[src/rtl/tx_sequencer.sv]
// rtl/tx_sequencer.sv - run/stop sequencer: phase counter, symbol strobe, fill/run/drain control
// Optional burst-length mode is enabled with the TX_SEQ_BURST_EN macro.
module tx_sequencer #(
    parameter int OVERSAMP = 4,
    parameter int NBAUD    = 6,
    parameter int NB_LEN   = 16,
    localparam int NB_PH   = $clog2(OVERSAMP)
) (
    input  logic              clk,
    input  logic              i_reset,
    input  logic              i_start,
    input  logic              i_stop,
`ifdef TX_SEQ_BURST_EN
    input  logic [NB_LEN-1:0] i_burst_len,
`endif
    output logic [NB_PH-1:0]  o_phase,
    output logic              o_sym_strobe,
    output logic              o_prbs_en,
    output logic              o_filt_en,
    output logic              o_valid,
    output logic              o_busy,
    output logic              o_done
);

    typedef enum logic [1:0] {IDLE = 2'd0, FILL = 2'd1, RUN = 2'd2, DRAIN = 2'd3} state_t;

    localparam logic [NB_PH-1:0]  PH_LAST  = NB_PH'(OVERSAMP - 1);
    localparam logic [NB_LEN-1:0] SYM_LAST = NB_LEN'(NBAUD - 1);

    state_t            state;
    state_t            state_next;
    logic [NB_PH-1:0]  phase;
    logic [NB_LEN-1:0] sym_cnt;
    logic [NB_LEN-1:0] sym_cnt_inc;
    logic              stop_latch;
    logic              done_r;
    logic              strobe;
`ifdef TX_SEQ_BURST_EN
    logic [NB_LEN-1:0] burst_len_r;
`endif

    assign strobe      = (state != IDLE) && (phase == PH_LAST);
    assign sym_cnt_inc = (sym_cnt == '1) ? sym_cnt : sym_cnt + 1'b1;

    always_ff @(posedge clk or posedge i_reset) begin
        if (i_reset) begin
            state <= IDLE;
        end else begin
            state <= state_next;
        end
    end

    always_comb begin
        state_next = state;
        case (state)
            IDLE: begin
                if (i_start && !i_stop) begin
                    state_next = FILL;
                end
            end
            FILL: begin
                if (strobe && sym_cnt == SYM_LAST) begin
`ifdef TX_SEQ_BURST_EN
                    state_next = (burst_len_r == '0) ? DRAIN : RUN;
`else
                    state_next = RUN;
`endif
                end
            end
            RUN: begin
                if (strobe && stop_latch) begin
                    state_next = DRAIN;
                end
`ifdef TX_SEQ_BURST_EN
                else if (strobe && sym_cnt_inc >= burst_len_r) begin
                    state_next = DRAIN;
                end
`endif
            end
            DRAIN: begin
                if (strobe && sym_cnt == SYM_LAST) begin
                    state_next = IDLE;
                end
            end
            default: state_next = IDLE;
        endcase
    end

    // Counter restarts on every state change so each phase of the burst counts from zero.
    always_ff @(posedge clk or posedge i_reset) begin
        if (i_reset) begin
            phase      <= '0;
            sym_cnt    <= '0;
            stop_latch <= 1'b0;
            done_r     <= 1'b0;
        end else begin
            phase  <= (state == IDLE || phase == PH_LAST) ? '0 : phase + 1'b1;
            done_r <= (state == DRAIN) && (state_next == IDLE);
            if (state_next != state) begin
                sym_cnt <= '0;
            end else if (strobe) begin
                sym_cnt <= sym_cnt_inc;
            end
            if (state_next == IDLE) begin
                stop_latch <= 1'b0;
            end else if ((state == FILL || state == RUN) && i_stop) begin
                stop_latch <= 1'b1;
            end
        end
    end

`ifdef TX_SEQ_BURST_EN
    always_ff @(posedge clk or posedge i_reset) begin
        if (i_reset) begin
            burst_len_r <= '0;
        end else if (state == IDLE && state_next == FILL) begin
            burst_len_r <= i_burst_len;
        end
    end
`endif

    // A latched stop freezes the PRBS already at the closing RUN symbol.
    always_comb begin
        o_phase      = phase;
        o_busy       = (state != IDLE);
        o_sym_strobe = strobe;
        o_filt_en    = strobe;
        o_prbs_en    = strobe && ((state == FILL) || (state == RUN && !stop_latch));
        o_valid      = (state == RUN) || (state == DRAIN);
        o_done       = done_r;
    end

endmodule

[config.mk]
export PLATFORM = sky130hd
export DESIGN_NAME = tx_sequencer
export DESIGN_NICKNAME = d
export VERILOG_FILES = /design/src/rtl/tx_sequencer.sv
export SDC_FILE = /design/constraint.sdc
export NUM_CORES = 1
export LEC_CHECK = 0
export CORE_MARGIN = 2
export CORE_UTILIZATION = 38
export CTS_BUF_LIST = sky130_fd_sc_hd__clkbuf_8
export DETAILED_ROUTE_END_ITERATION = 16
export GPL_TIMING_DRIVEN = 0
export PLACE_DENSITY = 0.62
export SYNTH_ARGS = -nofsm -noshare
export SYNTH_HDL_FRONTEND = slang
export SYNTH_SLANG_ARGS = --single-unit
[constraint.sdc]
create_clock -name clk -period 2.6 [get_ports clk]
set_input_delay 0.39 -clock clk [delete_from_list [all_inputs] [get_ports clk]]
set_output_delay 0.39 -clock clk [all_outputs]
set_load 0.05 [all_outputs]
==> metrics.csv <==
stage,metric,value,unit
global_routing,grt_start_max_net_pins,23,
setup_path,worstSetupStartpointType,flop,
drt,ant_nets,0,
sta,worst_pin_slew,0.821,ns
sta,clock_skew,0.00136,ns
global_routing,grt.overflow.total,0,
sta,setup_viol,0,
sta,slew_violations,0,
cts,clockBufferDepth,2,
setup_path,path_class,reg2out,
layout,syn_to_final_growth,15.9,%
sta,fin_crit,2.42,ns
synthesis,synthArstFlopShare,100,%
placement,io_buffers,11,
setup_path,worstPathArrival,2.03,ns
placement,dpl.hpwl,2.02,mm
synthesis,synth_edf_count,0,
placement,gp_congestion,0.840,
sta,rsz0062_at_grt,no,
layout,multi_input_area,769,µm²
sta,timing.final.hold_violations,0,
cts,htreeDepth,1,
placement,placed_area,0.00156,mm²
sta,slew_headroom,45.2,%
global_routing,grt_pass1_wl,4.82,mm
cts,clockRootBuffer,clkbuf_8,
sta,fmax,414,MHz
pwr,power.density,701,mW/mm²
global_routing,grt_pass1_vias,1075,
synthesis,synth_top_area_share,39.5,%
synthesis,synth_seq_area_share,39.5,%
floorplanning,die_w,64.6,µm
pwr,ir_drop,434,µV
cts,cts_setup_buffers,0,
synthesis,synth.largest_area_cell,dfrtp_1,
placement,dpl.cell_count,210,
drt,firstDrtPassIters,4,
layout,final_common_cell,dfrtp_1,
drt,vias,1086,
layout,diodes,0,
drt,routed_wl,2.69,mm
synthesis,avgSynthCellArea,9.23,µm²
global_routing,grt_usage,14.2,%
flow_run,drv_cap,0,
synthesis,synth_area,0.00139,mm²
layout,final.fill_count,343,
pwr,p_leak,0.700,nW
floorplanning,start_util,38.7,%
status,status,completed,
floorplanning,dieHeight,64.6,µm
floorplanning,dieArea,0.00417,mm²
drt,wl_per_cell,12.6,µm
setup_path,crit_fanout,10,
worst_hold_path,hp-class,reg2reg,
sta,tns,0,ns
cts,cts_hold_buf,0,
setup_path,crit_required,2.21,ns
cts,clk_latency,0.26,ns
synthesis,synth_flop_cell,dfrtp_1,
drt,avgViaCountPerCell,5.07,
synthesis,syn_nets,163,
synthesis,synth_seq_cells,22,
sta,fin_crit_sh,93.0,%
synthesis,synthTopCellsByArea,"dfrtp_1, xnor2_1, ha_1",
sta,fin_ws,0.183,ns
setup_path,cp-end-kind,primary output,
floorplanning,coreArea,0.00361,mm²
floorplanning,rows,22,
cts,cts_resized,3,
global_routing,antenna_found_initial,0,
layout,drive_gt1_share,9.64,%
drt,drt_iter0_drc,19,
drt,drc,0,
layout,layout.nets,179,
synthesis,syn_inst,151,
layout,finalInstanceArea,0.00162,mm²
layout,utilization,44.8,%
floorplanning,io_pins,12,
cts,clkSlewWorstSetupHoldPaths,0.08,ns
synthesis,ys_types,42,
synthesis,yosysWarnings,0,
layout,fin_cells,214,
layout,ff_latch_area,551,µm²
layout,layout_common_cells,"dfrtp_1, nor2_1, xnor2_1, a21oi_1",
cts,cts_buffers,3,
cts,cts_tree,done,
placement,dp_slack,0.131,ns
cts,cts_num_sinks,22,
==> worst max-delay path, cell delays in order (launching register included) <==
cell and delay [ns]:
dfrtp_1 0.45, inv_1 0.14, ha_1 0.28, nor2b_1 0.16, buf_6 0.16, buf_4 0.11
clkdlybuf4s15_1 0.48
==> where the power goes <==
part	total, mW	internal [mW]	leakage, nW	switching [mW]
logic	0.478	0.187	0.369	0.291
clock network	0.240	0.135	0.0288	0.105
registers	0.414	0.376	0.302	0.0379
==> registers in the layout, summed over array words and instances (netlist names) <==
| signal | flops |
|---|---|
| state | 2 |
| stop_latch | 1 |
| o_done | 1 |
| sym_cnt | 16 |
| o_phase | 2 |
==> path summary, 6_finish.rpt <==
check / startpoint / to / slack (ns) / cells after the start
worst min register to register: o_phase[0] / o_phase[0] / 0.48 / 1
min in group asynchronous: i_reset / sym_cnt[10] / 0.59 / 2
worst max-delay path: state[0] / o_sym_strobe / 0.18 / 6
max in group asynchronous: i_reset / sym_cnt[6] / 1.50 / 2
worst max register to register: state[0] / sym_cnt[12] / 0.30 / 8
worst min-delay path: o_phase[0] / o_phase[0] / 0.48 / 1
==> routing by layer <==
layer / share of wire [%] / routed length (µm) / GRT usage (%)
met1: 49 / 1310 / 18.6
met4: 0 / 0 / 3.19
met3: 2.4 / 64 / 1.74
met5: 0 / 0 / 0
met2: 49 / 1310 / 25.0
==> metrics by stage <==
| stage | hold slack, ns | total power [mW] |
|---|---|---|
| 5_1_grt | 0.507 | 1.21 |
| 3_5_place_dp | 0.466 | 0.903 |
| 3_3_place_gp | 0.451 | 0.898 |
| 6_report | 0.484 | 1.13 |
| 4_1_cts | 0.477 | 1.15 |
| 2_1_floorplan | 0.379 | 0.782 |
==> area by class of cell <==
type | count | area share [%]
Inverter | 8 | 1.86
Multi-Input combinational cell | 115 | 47.6
Timing Repair Buffer | 11 | 6.58
Tap cell | 48 | 3.72
Sequential cell | 22 | 34.1
Buffer | 6 | 2.71
Clock buffer | 4 | 3.41
==> cells in the mapped netlist (2+ instances only) <==
master and count:
o21ai_0 2, nor4b_1 3, dfrtp_1 22, nand3_1 8
buf_2 2, nor3_1 7, nand4_1 3, ha_1 8
buf_6 2, and3_1 2, and4_1 2, xnor2_1 12
nor4_1 2, inv_1 8, nand2_1 8, a21oi_1 10
nor3b_1 2, nand3b_1 2, nor2_1 21, a211oi_1 2
nor2b_1 2
==> cell families (layout without fill, tap and decap cells) <==
| group | count (synthesis) | count (layout) | synth area share, % |
|---|---|---|---|
| fa+ha+maj | 8 | 8 | 7.18 |
| simple gates | 69 | 69 | 26.4 |
| buf+inv | 14 | 29 | 5.30 |
| compound gates | 24 | 24 | 12.7 |
| xor+xnor | 13 | 13 | 8.17 |
| flops | 22 | 22 | 39.5 |
| mux | 1 | 1 | 0.718 |
Power figures use the tool's default switching activity.
